## config.mk

```make
export PLATFORM = sky130hd
export DESIGN_NAME = gcd_host_sequencer
export DESIGN_NICKNAME = d
export VERILOG_FILES = /design/src/rtl/gcd_host_sequencer.sv
export SDC_FILE = /design/constraint.sdc
export NUM_CORES = 1
export LEC_CHECK = 0
export BUFFER_PORTS_ARGS = -buffer_cell sky130_fd_sc_hd__buf_2
export CAP_MARGIN = 20
export CORE_ASPECT_RATIO = 1.25
export CORE_MARGIN = 2
export CORE_UTILIZATION = 30
export CTS_CLUSTER_DIAMETER = 100
export DETAILED_ROUTE_END_ITERATION = 6
export MAX_ROUTING_LAYER = met4
export PLACE_DENSITY = 0.55
export SYNTH_ARGS = -nofsm -noshare
export SYNTH_HDL_FRONTEND = slang
export SYNTH_SLANG_ARGS = --single-unit
export TNS_END_PERCENT = 20
```

## constraint.sdc

```tcl
create_clock -name clk_i -period 2.3 [get_ports clk_i]
set_input_delay 0.23 -clock clk_i [delete_from_list [all_inputs] [get_ports clk_i]]
set_output_delay 0.23 -clock clk_i [all_outputs]
set_load 0.03 [all_outputs]
```

## src/rtl/gcd_host_sequencer.sv

```systemverilog
// ---------------------------------------------------------------------------
// gcd_host_sequencer
//
// Initiator-side driver for the GCD datapath/controller pair. A host hands
// over an operand pair on a valid/ready request port; the sequencer raises
// gcd_start, walks A and then B onto the core's shared data bus, waits for
// gcd_done and returns the core's A-register result on a valid/ready response
// port. Zero operands are rejected without touching the core, and a core that
// never raises done is abandoned after TIMEOUT wait cycles so the host never
// hangs.
//
// Parameters
//   WIDTH       operand/result width, matches the core data bus
//   START_LEAD  cycles gcd_start is high with a zero bus before A (>= 1)
//   TIMEOUT     wait cycles before the core is declared hung (>= 2)
//
// Ports
//   clk_i          rising-edge clock
//   rst_i          asynchronous active-high reset
//   req_valid_i    operand pair valid
//   req_ready_o    sequencer can accept a pair (IDLE and core done low)
//   req_a_i        operand A
//   req_b_i        operand B
//   rsp_valid_o    result valid
//   rsp_ready_i    host accepts the result
//   rsp_gcd_o      GCD result, 0 on error
//   rsp_err_o      1 = zero operand or timeout
//   rsp_cycles_o   wait cycles spent, saturating at 16'hFFFF
//   gcd_start_o    start to the core controller
//   gcd_data_o     core data_in bus
//   gcd_done_i     core done
//   gcd_result_i   core A-register output
// ---------------------------------------------------------------------------
module gcd_host_sequencer #(
    parameter int WIDTH      = 16,
    parameter int START_LEAD = 1,
    parameter int TIMEOUT    = 1024
) (
    input  logic             clk_i,
    input  logic             rst_i,
    input  logic             req_valid_i,
    output logic             req_ready_o,
    input  logic [WIDTH-1:0] req_a_i,
    input  logic [WIDTH-1:0] req_b_i,
    output logic             rsp_valid_o,
    input  logic             rsp_ready_i,
    output logic [WIDTH-1:0] rsp_gcd_o,
    output logic             rsp_err_o,
    output logic [15:0]      rsp_cycles_o,
    output logic             gcd_start_o,
    output logic [WIDTH-1:0] gcd_data_o,
    input  logic             gcd_done_i,
    input  logic [WIDTH-1:0] gcd_result_i
);

    localparam int                LEAD_W    = (START_LEAD > 1) ? $clog2(START_LEAD) : 1;
    localparam logic [LEAD_W-1:0] LEAD_LAST = LEAD_W'(START_LEAD - 1);

    // The wait counter saturates at 16 bits, so a larger TIMEOUT could never
    // be reached; clamp it so a hung core is still released.
    localparam int          TIMEOUT_EFF = (TIMEOUT > 65535) ? 65535 : TIMEOUT;
    localparam logic [15:0] TIMEOUT_CNT = 16'(TIMEOUT_EFF);

    typedef enum logic [2:0] {
        S_IDLE,
        S_LEAD,
        S_LOAD_A,
        S_LOAD_B,
        S_WAIT,
        S_RESP
    } state_e;

    state_e            state_q,  state_d;
    logic [WIDTH-1:0]  opA_q,    opA_d;
    logic [WIDTH-1:0]  opB_q,    opB_d;
    logic [WIDTH-1:0]  rspGcd_q, rspGcd_d;
    logic              rspErr_q, rspErr_d;
    logic [15:0]       cycles_q, cycles_d;
    logic [LEAD_W-1:0] leadCnt_q, leadCnt_d;

    logic [15:0]       cycleInc;
    logic              reqZero;

    // The wait counter doubles as the reported cycle count, so it is only
    // ever written on accept (cleared) and while waiting (incremented).
    assign cycleInc = (cycles_q == 16'hFFFF) ? cycles_q : (cycles_q + 16'd1);
    assign reqZero  = (req_a_i == '0) || (req_b_i == '0);

    // State and datapath registers; reset abandons any core operation.
    always_ff @(posedge clk_i or posedge rst_i) begin
        if (rst_i) begin
            state_q   <= S_IDLE;
            opA_q     <= '0;
            opB_q     <= '0;
            rspGcd_q  <= '0;
            rspErr_q  <= 1'b0;
            cycles_q  <= '0;
            leadCnt_q <= '0;
        end else begin
            state_q   <= state_d;
            opA_q     <= opA_d;
            opB_q     <= opB_d;
            rspGcd_q  <= rspGcd_d;
            rspErr_q  <= rspErr_d;
            cycles_q  <= cycles_d;
            leadCnt_q <= leadCnt_d;
        end
    end

    // Next-state logic. Accept is gated on done being low so a core still
    // showing done from the previous run sees start low before a restart.
    // In WAIT a done sample takes priority over an expiring timeout.
    always_comb begin
        state_d   = state_q;
        opA_d     = opA_q;
        opB_d     = opB_q;
        rspGcd_d  = rspGcd_q;
        rspErr_d  = rspErr_q;
        cycles_d  = cycles_q;
        leadCnt_d = leadCnt_q;

        case (state_q)
            S_IDLE: begin
                if (req_valid_i && !gcd_done_i) begin
                    opA_d     = req_a_i;
                    opB_d     = req_b_i;
                    rspGcd_d  = '0;
                    rspErr_d  = 1'b0;
                    cycles_d  = '0;
                    leadCnt_d = '0;
                    if (reqZero) begin
                        rspErr_d = 1'b1;
                        state_d  = S_RESP;
                    end else begin
                        state_d  = S_LEAD;
                    end
                end
            end
            S_LEAD: begin
                if (leadCnt_q == LEAD_LAST) begin
                    state_d = S_LOAD_A;
                end else begin
                    leadCnt_d = leadCnt_q + LEAD_W'(1);
                end
            end
            S_LOAD_A: begin
                state_d = S_LOAD_B;
            end
            S_LOAD_B: begin
                state_d = S_WAIT;
            end
            S_WAIT: begin
                cycles_d = cycleInc;
                if (gcd_done_i) begin
                    rspGcd_d = gcd_result_i;
                    rspErr_d = 1'b0;
                    state_d  = S_RESP;
                end else if (cycleInc >= TIMEOUT_CNT) begin
                    rspGcd_d = '0;
                    rspErr_d = 1'b1;
                    state_d  = S_RESP;
                end
            end
            S_RESP: begin
                if (rsp_ready_i) begin
                    state_d = S_IDLE;
                end
            end
            default: begin
                state_d = S_IDLE;
            end
        endcase
    end

    // Core-side and handshake outputs decoded from state so that an async
    // reset drops gcd_start in the same cycle. The bus keeps B through WAIT.
    always_comb begin
        req_ready_o = 1'b0;
        rsp_valid_o = 1'b0;
        gcd_start_o = 1'b0;
        gcd_data_o  = '0;

        case (state_q)
            S_IDLE: begin
                req_ready_o = ~gcd_done_i;
            end
            S_LEAD: begin
                gcd_start_o = 1'b1;
            end
            S_LOAD_A: begin
                gcd_start_o = 1'b1;
                gcd_data_o  = opA_q;
            end
            S_LOAD_B, S_WAIT: begin
                gcd_start_o = 1'b1;
                gcd_data_o  = opB_q;
            end
            S_RESP: begin
                rsp_valid_o = 1'b1;
            end
            default: begin
                req_ready_o = 1'b0;
            end
        endcase
    end

    assign rsp_gcd_o    = rspGcd_q;
    assign rsp_err_o    = rspErr_q;
    assign rsp_cycles_o = cycles_q;

endmodule

```

==> reports/metrics.cfg, run 1 <==
[outcome]
status=finished, final reports clean

[clock_network]
tritoncts=built
cts-root-buf=clkbuf_16
clk_pin_slew_ns=0.06
cts.sinks=68
cts_buffer_depth=2
post_cts_buffers=0
cts-htree-levels=3
clock_latency_ns=0.33
numCtsBuffers=9

[synth]
synth_top_area_share_pct=46.7
yosys.area.top_type=dfrtp_1
synth_fp_nets=465
yosys.cell_count.top_type=nand2_1
ys_seq_area_share_pct=46.7
synthArstFlopShare_pct=100
synth_warnings=0
synth_ff_type=dfrtp_1
synthesis.area_per_instance_um2=8.86
yosys-top-cells-count=nand2_1 (129), dfrtp_1 (68), nand3_1 (27), mux2i_1 (25), o21ai_0 (25)
synth-edff-count=0
synth_area_leaders=dfrtp_1 (47%), nand2_1 (13%), mux2i_1 (6.9%)
post_synth_num_cell_types=45
syn_inst=411
ys_ff_latch=68
netlist_area_um2=3640

[setup_path]
cp.arrival_ns=2.37
critPathCaptureType=flop
cp-start-kind=flop
worstSetupStartpoint=rsp_cycles_o[1]$_DFFE_PP0P_
crit_fanout=9
r2r-start=rsp_cycles_o[1]$_DFFE_PP0P_
rr_worst_depth=7
r2r-end=rsp_gcd_o[12]$_DFFE_PP0P_
r2r_slack_ns=0.14
required_ns=2.51
critical_path_class=flop to flop

[cells_and_area]
final_net_count=571
n_fill_cell=1238
register_area_um2=1700
drive_gt1_share_pct=31.6
utilization_pct=39.6
syn2layout_area_growth_pct=30.3
multi_input_area_um2=1830
finish.instance_area_um2=4750
final_cells=686
diodes=0

[timing]
finalClockSkew_ns=0.00725
worst_pin_slew_ns=0.527
rsz0062_at_grt=yes
slew_viol_final=0
fmax_ghz=0.463
hold_slack_ns=0.110
fin_setup_tns_ns=0
setup_ws_ns=0.139
hold_viol=0
slew_headroom_pct=64.5
fin_crit_ns=2.16
timing.final.crit_share_pct=94.0
setup_viol=0

[hold_path]
hold_path_class=input pin to flop
holdPathStages=3
worstHoldStart=req_a_i[8]
min_to=opA_q[8]$_DFFE_PP0P_

[detailed_routing]
drt-initial-drc-count=104
drt-total-wl_um=10400
drcViolationCount=0
num_vias=3406
dr.pass1.iters=4
drtAntennaViolNets=0
vias_per_cell=4.97
wl_per_cell_um=15.2

[pwr]
power.density_nw_per_um2=1310
peakVddDrop_v=0.000636
power.static_leakage_nw=2.33
power_mw=6.24

[grt]
grt_pass1_wl_um=16900
gr-total-overflow=0
grt_pass1_vias=3371
grt_max_degree=69
antenna_found_initial=0
grt_usage_pct=16.8

[place]
port_buffers=104
hpwl_um=7430
dp.cells=669
pre_cts_ws_ns=0.137
place.gp.congestion=0.790
dpl-instance-area_um2=4420

[job]
max-cap-violations=0

[floorplanning]
coreArea_um2=12000
die_h_um=127
chipWidth_um=103
die_area_um2=13000
std_cell_rows=45
ios=105
initial_utilization_pct=30.4

==> cells by family after synthesis <==
logic type | synth area share (%)
AOI/OAI and AO/OA | 14.1
xor gates and xnor gates | 0.721
adders and majority gates | 0.343
buffers and inverters | 3.95
DFF | 46.7
muxes | 7.59
and+or+nand+nor | 26.6
==> report_power, final <==
part	internal (mW)	switching [mW]
registers	1.69	0.438
logic	0.921	1.79
clock network	0.894	0.499
==> final cells by class <==
class | count | area share [%]
Clock buffer | 12 | 5.40
Clock inverter | 4 | 1.00
Inverter | 4 | 0.316
Multi-Input combinational cell | 311 | 38.5
Sequential cell | 68 | 35.9
Tap cell | 164 | 4.32
Timing Repair Buffer | 123 | 14.5
==> worst max path at each step <==
stage	endpoint	slack, ns
final	rsp_gcd_o[12]$_DFFE_PP0P_	0.14
after global placement	rsp_gcd_o[12]$_DFFE_PP0P_	0.19
after CTS	gcd_data_o[10]	0.03
after detailed placement	rsp_gcd_o[12]$_DFFE_PP0P_	0.14
after floorplan	rsp_gcd_o[0]$_DFFE_PP0P_	0.001
after global routing	rsp_gcd_o[12]$_DFFE_PP0P_	-0.01
==> worst max-delay path: stages (launching register included) <==
cell,delay [ns]
dfrtp_1,0.39
ha_1,0.23
nand3_1,0.25
nor3_2,0.36
a211oi_1,0.13
o2111ai_4,0.33
buf_4,0.26
o21ai_1,0.09
==> registers in the layout, summed over array words and instances, names as in the netlist <==
name	flops
opA_q	16
opB_q	16
rsp_cycles_o	16
rsp_err_o	1
rsp_gcd_o	16
state_q	3
==> routing by layer <==
| metal | routed length (µm) | GRT usage, % |
|---|---|---|
| met1 | 4740 | 21.7 |
| met2 | 5110 | 27.2 |
| met3 | 462 | 2.63 |
| met4 | 127 | 4.71 |
| met5 | 0 | - |
==> cells in the final DEF, fill, tap and decap left out, drive strengths merged, types with 2 or more instances in the layout <==
| master | instances |
|---|---|
| a211oi | 4 |
| a21oi | 5 |
| a32oi | 16 |
| and3 | 4 |
| buf | 122 |
| clkbuf | 12 |
| clkinv | 2 |
| dfrtp | 68 |
| inv | 4 |
| mux2 | 2 |
| mux2i | 25 |
| nand2 | 129 |
| nand2b | 4 |
| nand3 | 27 |
| nand4 | 8 |
| nor2 | 8 |
| nor3 | 8 |
| nor3b | 2 |
| nor4 | 13 |
| o21ai | 38 |
| o31a | 2 |
| or4 | 2 |
| xnor2 | 2 |
==> what timing repair did <==
item	in CTS	in global routing
gates resized for setup	0	4
hold buffers	1	0
endpoints found under the setup margin	0	9
endpoints found under the hold margin	52	0
Note: power is estimated with default switching activity, not from simulation.
==> run 2, diff against run 1 <==
Settings changed: ABC_AREA set to 1.
==> run 2 against run 1 <==
Against the previous run:
- via count down 7.0%
- critical path type is now flop to output port
- critical path depth down 1
- final cell count up 0.15%
- fmax up 10%
- non-clock buffer count down 9
- total power up 0.82%
- design area down 6.3%
- core utilization up 0.36 points
- global-route usage down 1.3 points
- area after synthesis down 6.0%
- worst setup slack better by 0.20 ns
- clock skew down 0.0028 ns
==> reports/metrics.cfg, run 2 <==
[synth]
netlist_area_um2=3430
synth-edff-count=0
post_synth_num_cell_types=33
synth_fp_nets=487
synth_warnings=0
yosys-top-cells-count=nand2_1 (126), inv_1 (73), dfrtp_1 (68), o21ai_0 (42), nand3_1 (19)
ys_ff_latch=68
yosys.cell_count.top_type=nand2_1
ys_seq_area_share_pct=49.7
syn_inst=433
synth_top_area_share_pct=49.7
synthArstFlopShare_pct=100
yosys.area.top_type=dfrtp_1
synth_ff_type=dfrtp_1
synth_area_leaders=dfrtp_1 (50%), nand2_1 (14%), inv_1 (8.0%)
synthesis.area_per_instance_um2=7.91

[hold_path]
hold_path_class=input pin to flop

[clock_network]
cts.sinks=68
tritoncts=built
cts-htree-levels=3
post_cts_buffers=0
clock_latency_ns=0.33
clk_pin_slew_ns=0.06
cts-root-buf=clkbuf_16
holdBufCountCts=1
cts_buffer_depth=2
numCtsBuffers=9
ctsResizeCount=0

[setup_path]
required_ns=2.07
cp.arrival_ns=1.73
cp_cell_sequence=inv_1 -> nand2_1 -> o21ai_1 -> buf_4 -> o22ai_1 -> buf_2
crit_fanout=17
critical_path_class=flop to output port
path_buf_inv=3
cp_slowest_cell=dfrtp_1
cp-start-kind=flop
critical-path-top-delay-family=buffers and inverters
critPathCaptureType=output port
worst_path_largest_cell_delay_ns=0.42

[timing]
slew_viol_final=0
fmax_ghz=0.510
fin_crit_ns=1.96
setup_viol=0
rsz0062_at_grt=no
setup_ws_ns=0.341
worst_pin_slew_ns=0.484
finalClockSkew_ns=0.00447
hold_viol=0
slew_headroom_pct=67.7
fin_setup_tns_ns=0
timing.final.crit_share_pct=85.2
hold_slack_ns=0.102

[place]
port_buffers=104
dp.cells=670
pre_cts_ws_ns=0.379
place.gp.congestion=0.862
hpwl_um=6780

[detailed_routing]
dr.pass1.iters=4
wl_per_cell_um=13.0
drt-total-wl_um=8950
drt-initial-drc-count=117
drtAntennaViolNets=0
num_vias=3169
drcViolationCount=0
vias_per_cell=4.61

[cells_and_area]
final_cells=687
diodes=0
n_fill_cell=1181
final_cell_mix=nand2_1 (126), buf_2 (104), inv_1 (72)
syn2layout_area_growth_pct=29.8
final_net_count=601
layout_commonest_cell=nand2_1
utilization_pct=39.9
drive_gt1_share_pct=27.9

[floorplanning]
chipWidth_um=99.6
initial_utilization_pct=30.8
die_area_um2=12300
std_cell_rows=43
die_h_um=123
coreArea_um2=11100
ios=105

[grt]
grt_usage_pct=15.4
grt_pass1_wl_um=14400
antenna_found_initial=0
grt_max_degree=34
gr-total-overflow=0
grt_pass1_vias=3068

[outcome]
status=finished, final reports clean

[pwr]
clockPowerShare_pct=23.5
power.static_leakage_nw=2.41
peakVddDrop_v=0.000431
power.density_nw_per_um2=1410
seqPwrFrac_pct=32.8
internal_power_mw=3.50
comb_power_share_pct=43.7
p_sw_share_pct=44.4
switchingPower_mw=2.79

[job]
max-cap-violations=0

-- run 2: area by class of cell --
| cell class | instances | area [µm²] | share of cell area (%) |
|---|---|---|---|
| clock inverter | 4 | 72.6 | 1.63 |
| inverter | 75 | 282 | 6.33 |
| tap | 135 | 169 | 3.80 |
| sequential | 68 | 1700 | 38.3 |
| multi-input combinational | 279 | 1380 | 31.0 |
| clock buffer | 12 | 246 | 5.54 |
| timing repair buffer | 114 | 598 | 13.4 |
-- run 2: cell families after synthesis --
logic type / Yosys count / synth area share (%)
fa+ha+maj: 1 / 0.365
xor+xnor: 1 / 0.256
simple gates: 202 / 27.0
flops: 68 / 49.7
compound gates: 71 / 11.4
mux: 4 / 1.17
buf+inv: 86 / 10.1
-- run 2: tightest hold or removal path: stages --
cell and delay (ns):
buf_2 0.07, nand2_1 0.04, nand2_1 0.05
-- run 2: path summary, 6_finish.rpt --
check                                                  from                   endpoint  slack [ns]  cells after the start
worst max-delay path                 state_q[2]$_DFFE_PP0P_              gcd_data_o[9]        0.34                      6
worst min-delay path                        gcd_result_i[7]   rsp_gcd_o[7]$_DFFE_PP0P_        0.10                      3
worst max register to register  rsp_cycles_o[0]$_DFFE_PP0P_  rsp_gcd_o[10]$_DFFE_PP0P_        0.37                     10
worst min register to register     rsp_gcd_o[7]$_DFFE_PP0P_   rsp_gcd_o[7]$_DFFE_PP0P_        0.47                      2
max in group asynchronous                             rst_i       opA_q[8]$_DFFE_PP0P_        1.11                      4
min in group asynchronous                             rst_i       opB_q[3]$_DFFE_PP0P_        0.47                      3
-- run 2: power by group through the flow --
stage          Sequential [mW]  Clock, mW  Combinational, mW
3_5_place_dp              2.08          0               2.78
3_3_place_gp              2.06          0               2.75
2_1_floorplan             2.48          0               1.58
5_1_grt                   2.13       1.57               3.05
6_report                  2.06       1.48               2.75
4_1_cts                   2.07       1.52               2.78
-- run 2: layer usage --
| metal | GRT usage [%] | vias to the layer above | part of all wire [%] |
|---|---|---|---|
| met2 | 25.7 | 64 | 51 |
| met1 | 18.1 | 1482 | 44 |
| met4 | 6.59 | 0 | 2.2 |
| met5 | - | - | 0 |
| met3 | 3.39 | 16 | 3.1 |
| li1 | - | 1607 | - |
-- run 2: metrics by stage --
stage / cell area, µm² / power [mW]
after CTS: 4450 / 6.38
after floorplan: 3430 / 4.06
after global routing: 4450 / 6.75
after global placement: 4120 / 4.81
after detailed placement: 4120 / 4.86
final: 4450 / 6.29
